[config.mk]
export PLATFORM = sky130hd
export DESIGN_NAME = aes_byte_stream_flat
export DESIGN_NICKNAME = d
export VERILOG_FILES = /design/src/rtl/aes_byte_stream_if.sv /design/src/rtl/aes_byte_stream.sv /design/src/flat_wrapper.sv
export SDC_FILE = /design/constraint.sdc
export NUM_CORES = 1
export LEC_CHECK = 0
export ABC_AREA = 1
export BUFFER_PORTS_ARGS = -buffer_cell sky130_fd_sc_hd__buf_4
export CAP_MARGIN = 10
export CORE_UTILIZATION = 57
export CTS_CLUSTER_SIZE = 20
export DETAILED_ROUTE_END_ITERATION = 10
export PLACE_DENSITY = 0.82
export SETUP_SLACK_MARGIN = 0.2
export SLEW_MARGIN = 0
export SYNTH_ARGS = -nofsm -noshare
export SYNTH_HDL_FRONTEND = slang
export SYNTH_SLANG_ARGS = --single-unit
[constraint.sdc]
create_clock -name clk -period 3.15 [get_ports clk]
set_input_delay 0.63 -clock clk [delete_from_list [all_inputs] [get_ports clk]]
set_output_delay 0.63 -clock clk [all_outputs]
set_load 0.05 [all_outputs]
[src/rtl/aes_byte_stream_if.sv]
// Byte-stream handshake bundle for aes_byte_stream: input bytes in, ciphertext bytes out.
// The master side is whoever feeds plaintext/key bytes and drains ciphertext.
interface aes_byte_stream_if;
  logic       in_valid;
  logic       in_ready;
  logic [7:0] in_data;
  logic       in_key;
  logic       out_valid;
  logic       out_ready;
  logic [7:0] out_data;
  logic       out_last;

  modport master (
    output in_valid, in_data, in_key, out_ready,
    input  in_ready, out_valid, out_data, out_last
  );

  modport slave (
    input  in_valid, in_data, in_key, out_ready,
    output in_ready, out_valid, out_data, out_last
  );
endinterface

[src/rtl/aes_byte_stream.sv]
// Byte-serial loader/unloader wrapped around a combinational AES core.
// state      | meaning
// S_IDLE     | waiting for first byte of a frame; in_key picks key or data path
// S_LOAD_KEY | shifting in the remaining Nk*4 key bytes
// S_LOAD_DATA| shifting in the 16 plaintext bytes
// S_WAIT     | letting the cipher core settle for SETTLE cycles
// S_SEND     | streaming the captured ciphertext out MSB-first
module aes_byte_stream #(
  parameter int NK     = 4,
  parameter int NR     = 10,
  parameter int SETTLE = 2
) (
  input  logic                 clk,
  input  logic                 rst_n,
  aes_byte_stream_if.slave     bus,
  output logic [127:0]         cipher_data_o,
  output logic [NK*32-1:0]     cipher_key_o,
  input  logic [127:0]         cipher_result_i,
  output logic                 key_loaded_o,
  output logic                 busy_o
);

  localparam int KEY_W     = NK * 32;
  localparam int KEY_BYTES = NK * 4;
  localparam int WAIT_W    = $clog2(SETTLE + 1);
  localparam int unused_nr = NR;

  typedef enum logic [2:0] {
    S_IDLE,
    S_LOAD_KEY,
    S_LOAD_DATA,
    S_WAIT,
    S_SEND
  } state_t;

  state_t              state_q, state_d;
  logic [KEY_W-1:0]    key_q;
  logic [127:0]        data_q;
  logic [127:0]        out_sr_q;
  logic [5:0]          in_cnt_q;
  logic [WAIT_W-1:0]   wait_q;
  logic [3:0]          out_cnt_q;
  logic                key_loaded_q;

  logic in_ready, out_valid;
  logic in_fire, out_fire;
  logic key_last, data_last, wait_done;

  assign in_fire   = bus.in_valid && in_ready;
  assign out_fire  = bus.out_ready && out_valid;
  assign key_last  = (in_cnt_q == 6'(KEY_BYTES - 1));
  assign data_last = (in_cnt_q == 6'd15);
  assign wait_done = (wait_q == WAIT_W'(1));

  always_ff @(posedge clk or negedge rst_n) begin
    if (!rst_n) state_q <= S_IDLE;
    else        state_q <= state_d;
  end

  always_comb begin
    state_d = state_q;
    unique case (state_q)
      S_IDLE:      if (in_fire) state_d = bus.in_key ? S_LOAD_KEY : S_LOAD_DATA;
      S_LOAD_KEY:  if (in_fire && key_last) state_d = S_LOAD_DATA;
      S_LOAD_DATA: if (in_fire && data_last) state_d = S_WAIT;
      S_WAIT:      if (wait_done) state_d = S_SEND;
      S_SEND:      if (out_fire && out_cnt_q == 4'd15) state_d = S_IDLE;
      default:     state_d = S_IDLE;
    endcase
  end

  always_comb begin
    in_ready  = 1'b0;
    out_valid = 1'b0;
    busy_o    = 1'b1;
    unique case (state_q)
      S_IDLE:      begin in_ready = 1'b1; busy_o = 1'b0; end
      S_LOAD_KEY:  in_ready = 1'b1;
      S_LOAD_DATA: in_ready = 1'b1;
      S_WAIT:      in_ready = 1'b0;
      S_SEND:      out_valid = 1'b1;
      default:     busy_o = 1'b1;
    endcase
  end

  assign bus.in_ready  = in_ready;
  assign bus.out_valid = out_valid;
  assign bus.out_data  = out_sr_q[127:120];
  assign bus.out_last  = out_valid && (out_cnt_q == 4'd15);

  // Key and data are shifted in MSB-first, so after a full frame byte 0 sits at the top.
  always_ff @(posedge clk or negedge rst_n) begin
    if (!rst_n) begin
      key_q        <= '0;
      data_q       <= '0;
      in_cnt_q     <= '0;
      key_loaded_q <= 1'b0;
    end else if (in_fire) begin
      if (state_q == S_LOAD_KEY || (state_q == S_IDLE && bus.in_key))
        key_q <= {key_q[KEY_W-9:0], bus.in_data};
      else
        data_q <= {data_q[119:0], bus.in_data};
      unique case (state_q)
        S_IDLE:      in_cnt_q <= 6'd1;
        S_LOAD_KEY:  begin
          in_cnt_q <= key_last ? 6'd0 : in_cnt_q + 6'd1;
          if (key_last) key_loaded_q <= 1'b1;
        end
        S_LOAD_DATA: in_cnt_q <= data_last ? 6'd0 : in_cnt_q + 6'd1;
        default:     in_cnt_q <= in_cnt_q;
      endcase
    end
  end

  always_ff @(posedge clk or negedge rst_n) begin
    if (!rst_n) begin
      wait_q    <= '0;
      out_sr_q  <= '0;
      out_cnt_q <= '0;
    end else begin
      if (in_fire && state_q == S_LOAD_DATA && data_last)
        wait_q <= WAIT_W'(SETTLE);
      else if (state_q == S_WAIT)
        wait_q <= wait_q - WAIT_W'(1);

      // Zeros shift in behind the ciphertext, so out_data returns to 0 after the frame.
      if (state_q == S_WAIT && wait_done) begin
        out_sr_q  <= cipher_result_i;
        out_cnt_q <= 4'd0;
      end else if (out_fire) begin
        out_sr_q  <= {out_sr_q[119:0], 8'h00};
        out_cnt_q <= out_cnt_q + 4'd1;
      end
    end
  end

  assign cipher_data_o = data_q;
  assign cipher_key_o  = key_q;
  assign key_loaded_o  = key_loaded_q;

endmodule

[src/flat_wrapper.sv]
// flat-port wrapper written by rule: the top's interface ports become plain ports
module aes_byte_stream_flat 
#(
  parameter int NK     = 4,
  parameter int NR     = 10,
  parameter int SETTLE = 2
)
  (clk, rst_n, cipher_data_o, cipher_key_o, cipher_result_i, key_loaded_o, busy_o, bus_in_valid, bus_in_data, bus_in_key, bus_out_ready, bus_in_ready, bus_out_valid, bus_out_data, bus_out_last);
  aes_byte_stream_if bus_i ();
  input  logic clk;
  input  logic rst_n;
  output logic [127:0] cipher_data_o;
  output logic [NK*32-1:0] cipher_key_o;
  input  logic [127:0] cipher_result_i;
  output logic key_loaded_o;
  output logic busy_o;
  input wire logic [$bits(bus_i.in_valid)-1:0] bus_in_valid;
  input wire logic [$bits(bus_i.in_data)-1:0] bus_in_data;
  input wire logic [$bits(bus_i.in_key)-1:0] bus_in_key;
  input wire logic [$bits(bus_i.out_ready)-1:0] bus_out_ready;
  output wire logic [$bits(bus_i.in_ready)-1:0] bus_in_ready;
  output wire logic [$bits(bus_i.out_valid)-1:0] bus_out_valid;
  output wire logic [$bits(bus_i.out_data)-1:0] bus_out_data;
  output wire logic [$bits(bus_i.out_last)-1:0] bus_out_last;
  assign bus_i.in_valid = bus_in_valid;
  assign bus_i.in_data = bus_in_data;
  assign bus_i.in_key = bus_in_key;
  assign bus_i.out_ready = bus_out_ready;
  assign bus_in_ready = bus_i.in_ready;
  assign bus_out_valid = bus_i.out_valid;
  assign bus_out_data = bus_i.out_data;
  assign bus_out_last = bus_i.out_last;
  aes_byte_stream #(.NK(NK), .NR(NR), .SETTLE(SETTLE)) u_core (.clk(clk), .rst_n(rst_n), .bus(bus_i), .cipher_data_o(cipher_data_o), .cipher_key_o(cipher_key_o), .cipher_result_i(cipher_result_i), .key_loaded_o(key_loaded_o), .busy_o(busy_o));
endmodule
==> flow_metrics.tcl, run 1 <==
set metrics [dict create \
    status "finished clean" \
    post_cts_buffers 0 \
    antenna_cells 0 \
    area_growth_pct 29.0 \
    fp.dieW_microns 171 \
    place_hpwl_microns 30000 \
    drtPass1Iterations 6 \
    layout.nets 2335 \
    num-fill-cells 1970 \
    die_area_sq_um 29200 \
    cts_resized 0 \
    worstPathArrival_ps 1760 \
    netlist_area_sq_um 16300 \
    finClkSkew_ps 12.7 \
    hold_class "in2async" \
    overflow 0 \
    max-slew-margin-rel_pct 16.8 \
    r2r_start "u_core.state_q[0]" \
    drc 0 \
    ir_worst_vdd_v 0.000993 \
    drt.antenna.violating_nets 0 \
    place_congestion 0.858 \
    top_level_ports 410 \
    die_h_microns 171 \
    multiInputGateArea_sq_um 5240 \
    drtIter0Drc 1247 \
    fin_tns_setup_ps 0 \
    fin_cells 2598 \
    dr_wl_met2_microns 21900 \
    max_freq_ghz 0.418 \
    synth_nets 1971 \
    detail_route.wl_per_cell_microns 17.1 \
    cts_buffer_depth 3 \
    synth-seq-area-share_pct 61.5 \
    grt_pass1_vias 13554 \
    path_clk_slew_ps 60 \
    rsz0062_at_grt "no" \
    highest_layer "met4" \
    syn_area_per_cell_sq_um 8.91 \
    drive_above_1_share_pct 23.4 \
    dp_cells 2525 \
    yosys_warnings 0 \
    grt_max_degree 128 \
    synth_common_cells "nand2_1, dfrtp_1, nand3_1" \
    startpoint "u_core.state_q[0]" \
    initial_core_util_pct 58.3 \
    rows 61 \
    seq_area_sq_um 10000 \
    viasPerCell 5.35 \
    yosys.area.top_type_share_pct 61.5 \
    drt_wl_total_microns 44600 \
    start_kind "register" \
    period_share_pct 75.9 \
    hold_viol 0 \
    cts_sinks 400 \
    tightest_slew_ps 1250 \
    synth_top_area_cell "dfrtp_1" \
    finalSetupViolations 0 \
    synth.area.top_cells "dfrtp_1, nand2_1, nand3_1" \
    cp_max_fo 6 \
    synth_cell_types 35 \
    cp.required_ps 2520 \
    synth_edf_count 0 \
    synth_most_common_cell "nand2_1" \
    period_needed_ps 2390 \
    cts_tree "built" \
    port_buffers 409 \
    cts_root_buf "clkbuf_16" \
    synth.ff_latch_count 400 \
    power_leakage_nw 11.1 \
    cts_buffers 42 \
    synthCells 1827 \
    synthFlopType "dfrtp_1" \
    grt_pass1_wl_microns 69000 \
    hold_buffers 0 \
    maxCapViolCount 0 \
    htree_levels 2 \
    grtUsageTotal_pct 30.1 \
    dr_wl_met3_microns 3930 \
    synthArstFlopShare_pct 100 \
    vias 13905 \
    core_area_sq_um 27900 \
    drv_slew 0 \
    clk_latency_ps 530 \
    crit_type "reg2out" \
    antenna_found_initial 0 \
    cp-end-kind "output port" \
    powerDensity_nw_per_um2 1210 \
    m1WireLength_microns 16900 \
]
-- layout by cell type, fill, tap and decap left out, types with 2 or more instances in the layout --
cell       instances
a21oi_1           64
a21oi_2            3
buf_12            10
buf_4            428
bufinv_16          7
clkbuf_1           9
clkbuf_16         45
clkbuf_8           7
clkinv_2           7
clkinv_4           2
dfrtp_1          400
ha_1               3
inv_1             87
nand2_1          712
nand2_4            3
nand3_1          240
nand4_1            3
nor2_1            71
nor2_2             2
nor3_1             2
o211ai_1          10
o21ai_0           29
o21ai_1           59
o22ai_1            2
xnor2_1            2
-- critical path, stage by stage, from the launching register on --
cell	delay (ps)
dfrtp_1	460
nor2_2	310
nand2_1	110
nor2_1	130
buf_4	230
-- layer usage --
metal  GRT usage [%]  vias to the layer above
met1            35.7                     6720
met3            8.30                      102
met4            12.3                        0
li1                -                     6537
met5               0                        -
met2            51.8                      546
-- per-stage QoR --
stage / setup WS (ps) / utilization [%] / hold slack, ps / total power, mW / instance area [sq um]
6_report: 760 / 75.2 / 91.8 / 25.5 / 21000
5_1_grt: 648 / 75.2 / 134 / 26.7 / 21000
4_1_cts: 734 / 75.2 / 133 / 25.6 / 21000
3_5_place_dp: 791 / 69.8 / 468 / 20.2 / 19500
3_3_place_gp: 830 / 69.8 / 450 / 19.8 / 19500
2_1_floorplan: 1140 / - / 334 / 16.5 / 16300
-- flip-flops by register name (all words and copies together), names as in the netlist --
signal,cells
u_core.out_sr_q,128
u_core.in_cnt_q,6
u_core.state_q,3
u_core.key_loaded_o,1
u_core.wait_q,2
u_core.cipher_data_o,128
u_core.cipher_key_o,128
u_core.out_cnt_q,4
-- final timing paths --
check | end | slack (ps) | cells after the start
min in group clk | u_core.wait_q[0] | 310 | 2
hold / removal | u_core.cipher_key_o[126] | 90 | 1
hold reg to reg | u_core.cipher_key_o[121] | 480 | 2
max in group asynchronous | u_core.cipher_key_o[44] | 2170 | 2
setup reg to reg | u_core.out_sr_q[114] | 770 | 8
setup / recovery | bus_out_last | 760 | 4
-- power breakdown --
group	switching, mW	internal (mW)
Combinational	8.32	3.22
Sequential	1.48	7.16
Clock	1.98	3.34
-- area by class of cell --
cell class,instances,area share [%]
Sequential cell,400,47.7
Multi-Input combinational cell,1216,24.9
Timing Repair Buffer,439,16.3
Clock buffer,61,5.98
Tap cell,378,2.25
Inverter,92,1.67
Clock inverter,12,1.16
-- logic make-up (layout without fill, tap and decap cells) --
family | Yosys count | after routing | synth area share [%]
simple gates | 1038 | 1038 | 26.1
flops | 400 | 400 | 61.5
buf+inv | 211 | 604 | 6.44
compound gates | 172 | 172 | 5.59
fa+ha+maj | 3 | 3 | 0.231
xor+xnor | 2 | 2 | 0.108
mux | 1 | 1 | 0.0615
Note: power is estimated with default switching activity, not from simulation.
==> inputs of run 2 (changes only) <==
Settings changed: CORE_UTILIZATION 57 to 48, PLACE_DENSITY 0.82 to 0.73.
Clock period 3.15 ns to 2 ns, I/O delays scaled along.
==> flow_metrics.tcl, run 2 (synthesized netlist as in run 1, its figures left out) <==
set metrics [dict create \
    status "finished clean" \
    drtPass1Iterations 5 \
    fin_tns_setup_ps 0 \
    cp_max_fo 6 \
    dp_cells 2618 \
    antenna_found_initial 0 \
    cts_tree "built" \
    layout.nets 2420 \
    path_clk_slew_ps 60 \
    die_area_sq_um 34700 \
    core_area_sq_um 33400 \
    cts_sinks 400 \
    reg2regPathDepth 12 \
    period_share_pct 96.5 \
    cp_top_family "buffers and inverters" \
    place_area_sq_um 20000 \
    fp.dieW_microns 186 \
    cp.required_ps 2400 \
    min_from "cipher_result_i[3]" \
    rsz0062_at_grt "yes" \
    drt_wl_total_microns 51400 \
    grtUsageTotal_pct 26.1 \
    vias 14634 \
    port_buffers 409 \
    design_area_sq_um 22900 \
    max-slew-margin-rel_pct 57.0 \
    maxCapViolCount 0 \
    finalSetupViolations 0 \
    power_mw 43.4 \
    num-fill-cells 2560 \
    place_congestion 0.894 \
    crit_buf_inv 6 \
    drive_above_1_share_pct 29.9 \
    die_h_microns 186 \
    crit_type "reg2reg" \
    crit_chain "nor2_4, buf_6, buf_6, nand3_4, nand2_8, nor2_4, buf_12, buf_16, buf_12, buf_16, nand2_1, nand2_1" \
    top_level_ports 410 \
    worstPathArrival_ps 2330 \
    grt_pass1_vias 13520 \
    clk_latency_ps 530 \
    htree_levels 2 \
    r2r_end "u_core.cipher_data_o[74]" \
    drtIter0Drc 1068 \
    detail_route.wl_per_cell_microns 18.6 \
    area_growth_pct 40.8 \
    grt_pass1_wl_microns 70800 \
    critical-path-max-stage-delay_ps 440 \
    hold_viol 0 \
    period_needed_ps 1930 \
    slowest_stage "dfrtp_2" \
    overflow 0 \
    max_freq_ghz 0.518 \
    grt_max_degree 122 \
    ir_worst_vdd_v 0.00174 \
    cts_buffers 41 \
    initial_core_util_pct 48.7 \
    final_util_pct 68.5 \
    drc 0 \
    cp-end-kind "register" \
    r2r_start "u_core.state_q[0]" \
    min_to "u_core.out_sr_q[3]" \
    final_cell_mix "nand2_1, buf_4, dfrtp_1" \
    worst_slack_ps 69.8 \
    power_leakage_nw 11.9 \
    drv_slew 0 \
    fin_cells 2756 \
    rows 67 \
    final_common_cell "nand2_1" \
    viasPerCell 5.31 \
    drt.antenna.violating_nets 0 \
    tightest_slew_ps 645 \
    antenna_cells 0 \
    start_kind "register" \
    cts_root_buf "clkbuf_16" \
    place_hpwl_microns 31400 \
    holdWs_ps 82.3 \
    pre_cts_ws_ps 131 \
    finClkSkew_ps 17.2 \
    hold_class "in2reg" \
    powerDensity_nw_per_um2 1890 \
    rrSetupSlack_ps 70 \
    cts_buffer_depth 3 \
    hold_depth 3 \
]
## run 2: how the worst max path moves through the flow
| stage | from | end | slack [ps] | cells after the start |
|---|---|---|---|---|
| 5_1_grt | u_core.state_q[0] | u_core.cipher_data_o[74] | -9 | 12 |
| 4_1_cts | u_core.state_q[1] | bus_out_last | 90 | 4 |
| 3_5_place_dp | u_core.state_q[0] | u_core.out_sr_q[73] | 130 | 7 |
| 2_1_floorplan | u_core.state_q[0] | bus_out_last | 190 | 3 |
| 3_3_place_gp | u_core.state_q[1] | u_core.out_sr_q[73] | 170 | 7 |
| 6_report | u_core.state_q[0] | u_core.cipher_data_o[74] | 70 | 12 |
## run 2: power by group
part	internal [mW]	switching (mW)	total (mW)
logic	7.36	14.5	21.8
clock network	4.55	3.14	7.69
registers	11.3	2.57	13.8
## run 2: per-layer routing
metal | GRT usage, % | share of wire (%) | wire length, microns
met3 | 8.14 | 9.0 | 4640
met1 | 32.1 | 38 | 19700
met2 | 43.8 | 49 | 25300
met4 | 8.03 | 3.5 | 1790
met5 | 0 | 0 | 0
## run 2: repair_timing
action / 4_1_cts / 5_1_grt
hold buffers: 1 / 0
pin swaps: 4 / 17
setup endpoints to repair: 155 / 369
cloned: 3 / 35
endpoints found under the hold margin: 36 / 0
gates resized for setup: 17 / 131
setup buffers: 10 / 14
## run 2: final cells by class
cell class                      instances  area [sq um]  area share (%)
Timing Repair Buffer                  524          4990            21.8
Clock inverter                          8          68.8           0.300
Multi-Input combinational cell       1217          5640            24.6
Tap cell                              448           561            2.45
Clock buffer                           67          1300            5.66
Sequential cell                       400         10000            43.7
Inverter                               92           358            1.56
## run 2: worst register-to-register path: stages (launching register included)
cell and delay [ps]:
dfrtp_2 440, nor2_4 170, buf_6 120, buf_6 100, nand3_4 90, nand2_8 120
nor2_4 50, buf_12 140, buf_16 160, buf_12 150, buf_16 130, nand2_1 60
nand2_1 60
